[src/rtl/ysyx_24090003_issue.sv]
// rtl/ysyx_24090003_issue.sv - instruction queue with optional RAW scoreboard between fetch and decode
//
// Purpose: buffers fetched instructions in a DEPTH-entry FIFO and issues the
// head to decode. With YSYX_24090003_ISSUE_SCOREBOARD_EN defined, a busy-register
// scoreboard holds the head back while any source it reads awaits writeback.
// Without the macro the block is a plain FIFO and wb_valid/wb_rd are ignored.
//
// Ports:
//   clk, rst_n                 clock, asynchronous active-low reset
//   ifu_valid/ifu_inst/ifu_pc  fetch side offer; ifu_ready back-pressure
//   id_valid/id_inst/id_pc     head instruction to decode; id_ready accept
//   wb_valid/wb_rd             register write retired by writeback
//   flush                      discard everything queued
//   stall_raw                  head is held back by a RAW hazard
module ysyx_24090003_issue #(
    parameter int DEPTH = 2
) (
    input  logic        clk,
    input  logic        rst_n,
    input  logic        ifu_valid,
    input  logic [31:0] ifu_inst,
    input  logic [31:0] ifu_pc,
    output logic        ifu_ready,
    output logic        id_valid,
    output logic [31:0] id_inst,
    output logic [31:0] id_pc,
    input  logic        id_ready,
    input  logic        wb_valid,
    input  logic [4:0]  wb_rd,
    input  logic        flush,
    output logic        stall_raw
);

    localparam int PTR_W = $clog2(DEPTH);
    localparam int CNT_W = PTR_W + 1;
    localparam logic [CNT_W-1:0] FULL_CNT = CNT_W'(DEPTH);

    logic [PTR_W-1:0] rptr_q, rptr_d, wptr_q, wptr_d;
    logic [CNT_W-1:0] count_q, count_d;
    logic [31:0]      inst_q [DEPTH];
    logic [31:0]      pc_q   [DEPTH];

    logic not_empty;
    logic hazard;
    logic do_enq;
    logic do_deq;

    assign not_empty = (count_q != '0);

    // Head is read straight from storage, so a new entry appears one cycle after its enqueue.
    assign id_inst   = inst_q[rptr_q];
    assign id_pc     = pc_q[rptr_q];

    // Flush blocks both handshakes in the cycle it is asserted.
    assign ifu_ready = (count_q != FULL_CNT) && !flush;
    assign id_valid  = not_empty && !hazard && !flush;
    assign stall_raw = not_empty && hazard;

    assign do_enq = ifu_valid && ifu_ready;
    assign do_deq = id_valid && id_ready;

    always_comb begin
        rptr_d  = rptr_q;
        wptr_d  = wptr_q;
        count_d = count_q;
        if (flush) begin
            rptr_d  = '0;
            wptr_d  = '0;
            count_d = '0;
        end else begin
            if (do_enq) wptr_d = wptr_q + PTR_W'(1);
            if (do_deq) rptr_d = rptr_q + PTR_W'(1);
            count_d = count_q + CNT_W'(do_enq) - CNT_W'(do_deq);
        end
    end

    always_ff @(posedge clk or negedge rst_n) begin
        if (!rst_n) begin
            rptr_q  <= '0;
            wptr_q  <= '0;
            count_q <= '0;
        end else begin
            rptr_q  <= rptr_d;
            wptr_q  <= wptr_d;
            count_q <= count_d;
        end
    end

    always_ff @(posedge clk or negedge rst_n) begin
        if (!rst_n) begin
            for (int i = 0; i < DEPTH; i++) begin
                inst_q[i] <= '0;
                pc_q[i]   <= '0;
            end
        end else if (do_enq) begin
            inst_q[wptr_q] <= ifu_inst;
            pc_q[wptr_q]   <= ifu_pc;
        end
    end

`ifdef YSYX_24090003_ISSUE_SCOREBOARD_EN
    localparam logic [6:0] OP_LUI   = 7'b0110111;
    localparam logic [6:0] OP_AUIPC = 7'b0010111;
    localparam logic [6:0] OP_JAL   = 7'b1101111;
    localparam logic [6:0] OP_REG   = 7'b0110011;
    localparam logic [6:0] OP_STORE = 7'b0100011;
    localparam logic [6:0] OP_BRANCH = 7'b1100011;

    logic [31:0] busy_q, busy_d;
    logic [6:0]  opcode;
    logic [4:0]  rs1, rs2, rd;
    logic        use_rs1, use_rs2, writes_rd;

    assign opcode = id_inst[6:0];
    assign rd     = id_inst[11:7];
    assign rs1    = id_inst[19:15];
    assign rs2    = id_inst[24:20];

    assign use_rs1   = !(opcode == OP_LUI || opcode == OP_AUIPC || opcode == OP_JAL);
    assign use_rs2   = (opcode == OP_REG) || (opcode == OP_STORE) || (opcode == OP_BRANCH);
    assign writes_rd = (rd != 5'd0) && (opcode != OP_STORE) && (opcode != OP_BRANCH);

    // busy[0] is always 0, so reads of x0 never stall.
    assign hazard = (use_rs1 && busy_q[rs1]) || (use_rs2 && busy_q[rs2]);

    // Clear before set: an issuing write to the register being retired keeps it busy.
    always_comb begin
        busy_d = busy_q;
        if (wb_valid) busy_d[wb_rd] = 1'b0;
        if (do_deq && writes_rd) busy_d[rd] = 1'b1;
        busy_d[0] = 1'b0;
    end

    always_ff @(posedge clk or negedge rst_n) begin
        if (!rst_n) begin
            busy_q <= '0;
        end else begin
            busy_q <= busy_d;
        end
    end
`else
    logic unused_wb;

    assign hazard    = 1'b0;
    assign unused_wb = ^{wb_valid, wb_rd};
`endif

endmodule

[config.mk]
export PLATFORM = sky130hd
export DESIGN_NAME = ysyx_24090003_issue
export DESIGN_NICKNAME = d
export VERILOG_FILES = /design/src/rtl/ysyx_24090003_issue.sv
export SDC_FILE = /design/constraint.sdc
export NUM_CORES = 1
export LEC_CHECK = 0
export BUFFER_PORTS_ARGS = -buffer_cell sky130_fd_sc_hd__buf_2
export CELL_PAD_IN_SITES_DETAIL_PLACEMENT = 1
export CELL_PAD_IN_SITES_GLOBAL_PLACEMENT = 1
export CORE_ASPECT_RATIO = 0.8
export CORE_UTILIZATION = 44
export DETAILED_ROUTE_END_ITERATION = 8
export GPL_TIMING_DRIVEN = 0
export MAX_ROUTING_LAYER = met4
export PLACE_DENSITY = 0.76
export SYNTH_ARGS = -nofsm -noshare
export SYNTH_HDL_FRONTEND = slang
export SYNTH_SLANG_ARGS = --single-unit
[constraint.sdc]
create_clock -name clk -period 1.9 [get_ports clk]
set_input_delay 0.19 -clock clk [delete_from_list [all_inputs] [get_ports clk]]
set_output_delay 0.19 -clock clk [all_outputs]
set_load 0.1 [all_outputs]
==> run metrics <==
final hold violation count 0; DPL Wire Length 9010 microns; outcome finished with violations; clock power share 21.4%; P&R area growth vs syn 36.2%; period utilisation layout 101%; Max Slew Vio Count 0; CTS tree built; fin crit period 1.91 ns; Die Ht 107 microns; Worst Hold Class in2reg; gpl congestion 0.688; cell row count 37; drt first-iter violations 109; Cells after Synth 368; Sw Pwr 6740 uW; fin cells 728; critical setup path kind reg2out; dpl ws -0.411 ns; fraction of layout cells with a size suffix above 1 70.2%; Pwr Total 15,400 uW; Top Family by Delay on Critical Path buffers and inverters; placed cells 678; Mean Syn Cell Area 16.4 sq um; Starting Density 46.0%; R2R Path End inst_q[8]; Hold Crit Depth 2; CTS root buffer clkbuf_16; die width 133 microns; Critical Path Source Type register; Worst Tran Pin Value 0.605 ns; Max Freq 0.523 GHz; crit path capture type output pin; routed vias/inst 5.02; synthesized area 0.00605 sq mm; Worst Path Buf+Inv 3; Yosys reg bits 132; Max FO, Critical Path 10; final core utilization 62.7%; Slowest-stage cell, CP dfrtp_1; clock sink count 132; WP data required 1.71 ns; antenna violations before repair 2; io pins 142; WHS Endpoint inst_q[21]; residual DRC count 0; Routed Antenna Nets 0; vias in the first global route 4,167; skew final 0.00690 ns; Max Cap Viol 0; Cell Int Power 8630 uW; via count 3,653; failing checks negative setup slack; clock transition at the registers of the reported paths 0.05 ns; IO Port Bufs 134; Leak Pwr 0.00393 uW; CP startpoint rptr_q; cell mode on critical path clkbuf_16; crit-path cells clkbuf_16, clkbuf_16, mux2_2, buf_6; FF-to-FF setup slack 0.08 ns; post-route setup TNS -0.0336 ns; clk buf depth 2; worst reg2reg startpoint count_q[1]; relative slew slack 59.7%; CTS Buf Count 17; Die Area 0.0142 sq mm; worst skew pair latency 0.42 ns; gr usage total 21.7%; Switching Share 43.9%; GRT overflow 0; pin count of the biggest net entering global routing 71; Warnings, synthesis 0; DR WL/cell 18.9 microns; CP arrival 1.72 ns; hold path startpoint ifu_inst[21]; H-tree level count 4; core area 0.0131 sq mm; first-pass GRT wire length 22,500 microns; final setup vio count 10; Final nets 615; RSZ-0062 raised after global routing true; Pwr Density 1870 mW/mm^2; Sequential Power Share 28.4%; register area share after synthesis 54.6%; IR drop worst, VDD 1.06 mV; wirelength, routed 13,800 microns; Synth cell types 24; max incr delay on CP 0.38 ns; 1st-pass router iterations 6; final worst slack -0.0114 ns; synthesized net count 445; R2R depth 5; Gate power share 50.2%
[state kept, by name, indices dropped and copies added, names as in the netlist]
signal   cells
inst_q      64
pc_q        64
count_q      2
rptr_q       1
wptr_q       1
[layer usage]
layer / GRT usage [%] / wire length [microns] / vias to the layer above / share of wire, %
li1: - / - / 1660 / -
met1: 25.9 / 6040 / 1892 / 44
met2: 35.1 / 7000 / 91 / 51
met3: 6.43 / 662 / 10 / 4.8
met4: 7.88 / 95 / 0 / 0.69
met5: - / 0 / - / 0
[how the worst max path moves through the flow]
stage,end,slack (ns),cells past startpoint
after floorplan,count_q[1],-0.19,9
after global placement,inst_q[39],-1.11,1
after detailed placement,id_inst[16],-0.41,4
after CTS,id_inst[9],-0.02,4
after global routing,id_pc[21],-0.06,4
final,id_pc[21],-0.01,4
[worst reg2reg max path: stages, from the launching register on]
cell,delay [ns]
dfrtp_1,0.40
nor2b_4,0.16
or4b_4,0.48
buf_6,0.19
buf_12,0.17
mux2_4,0.31
[cell usage in the layout (no fill, tap or decap), types with 3 or more instances in the layout]
cell type / n
bufinv_16: 3
buf_6: 49
inv_1: 3
dlygate4sd3_1: 12
clkbuf_1: 3
dfrtp_1: 132
buf_2: 72
buf_4: 21
clkbuf_16: 23
buf_12: 7
mux2_4: 61
clkinv_2: 5
mux2_2: 132
clkbuf_4: 3
[power by group through the flow]
stage	Combinational, uW	Sequential [uW]	Clock [uW]
4_1_cts	7700	4360	3370
6_report	7710	4370	3290
5_1_grt	7970	4490	3490
2_1_floorplan	6130	4180	0
3_5_place_dp	6870	4370	0
3_3_place_gp	6760	4270	0
[what timing repair did]
item	CTS	global route
hold endpoints to repair	76	0
hold buffers	12	0
buffers inserted	0	4
endpoints found under the setup margin	113	59
gates resized for setup	143	6
[per-stage QoR]
stage                     hold slack, ns  instance area (sq um)
after global routing             0.00437                   8240
after detailed placement           0.210                   6980
final                             0.0192                   8240
after CTS                       0.000826                   8180
after global placement             0.434                   6950
after floorplan                   -0.106                   6060
[synth_stat cells]
cell      number  area, sq um
mux2_2       133         1500
conb_1         1         3.75
buf_2          7         35.0
xor2_1         1         8.76
buf_6          1         11.3
ha_1           2         25.0
o21ba_2        1         10.0
nor2b_1        1         6.26
o211ai_1       1         7.51
nor2_1         2         7.51
a21oi_1        1         5.00
buf_4          1         7.51
nor4_1         1         6.26
inv_1          3         11.3
nand2_1        1         3.75
and2_1         2         12.5
mux2_4        60          901
dfrtp_1      132         3300
nor3_1         1         5.00
or4b_4         1         13.8
nor2b_4        1         13.8
nand2b_1       1         6.26
buf_12         6          120
clkbuf_1       7         26.3
[cell families (layout without fill, tap and decap cells)]
| family | count (synthesis) | count (layout) | synth area share, % |
|---|---|---|---|
| xor gates and xnor gates | 1 | 1 | 0.145 |
| other | 1 | 3 | 0.0620 |
| muxes | 193 | 193 | 39.7 |
| adders and majority gates | 2 | 2 | 0.414 |
| and+or+nand+nor | 11 | 11 | 1.24 |
| DFF | 132 | 132 | 54.6 |
| AOI/OAI and AO/OA | 3 | 3 | 0.372 |
| buffers and inverters | 25 | 208 | 3.50 |
[cell type report]
cell class | count | area (sq um)
fill | 1228 | 4910
multi-input combinational | 211 | 2540
tap | 175 | 219
timing repair buffer | 151 | 1210
buffer | 22 | 347
antenna | 2 | 5.00
sequential | 132 | 3300
clock inverter | 10 | 130
clock buffer | 22 | 464
inverter | 3 | 11.3
(Power assumes the default switching activity.)
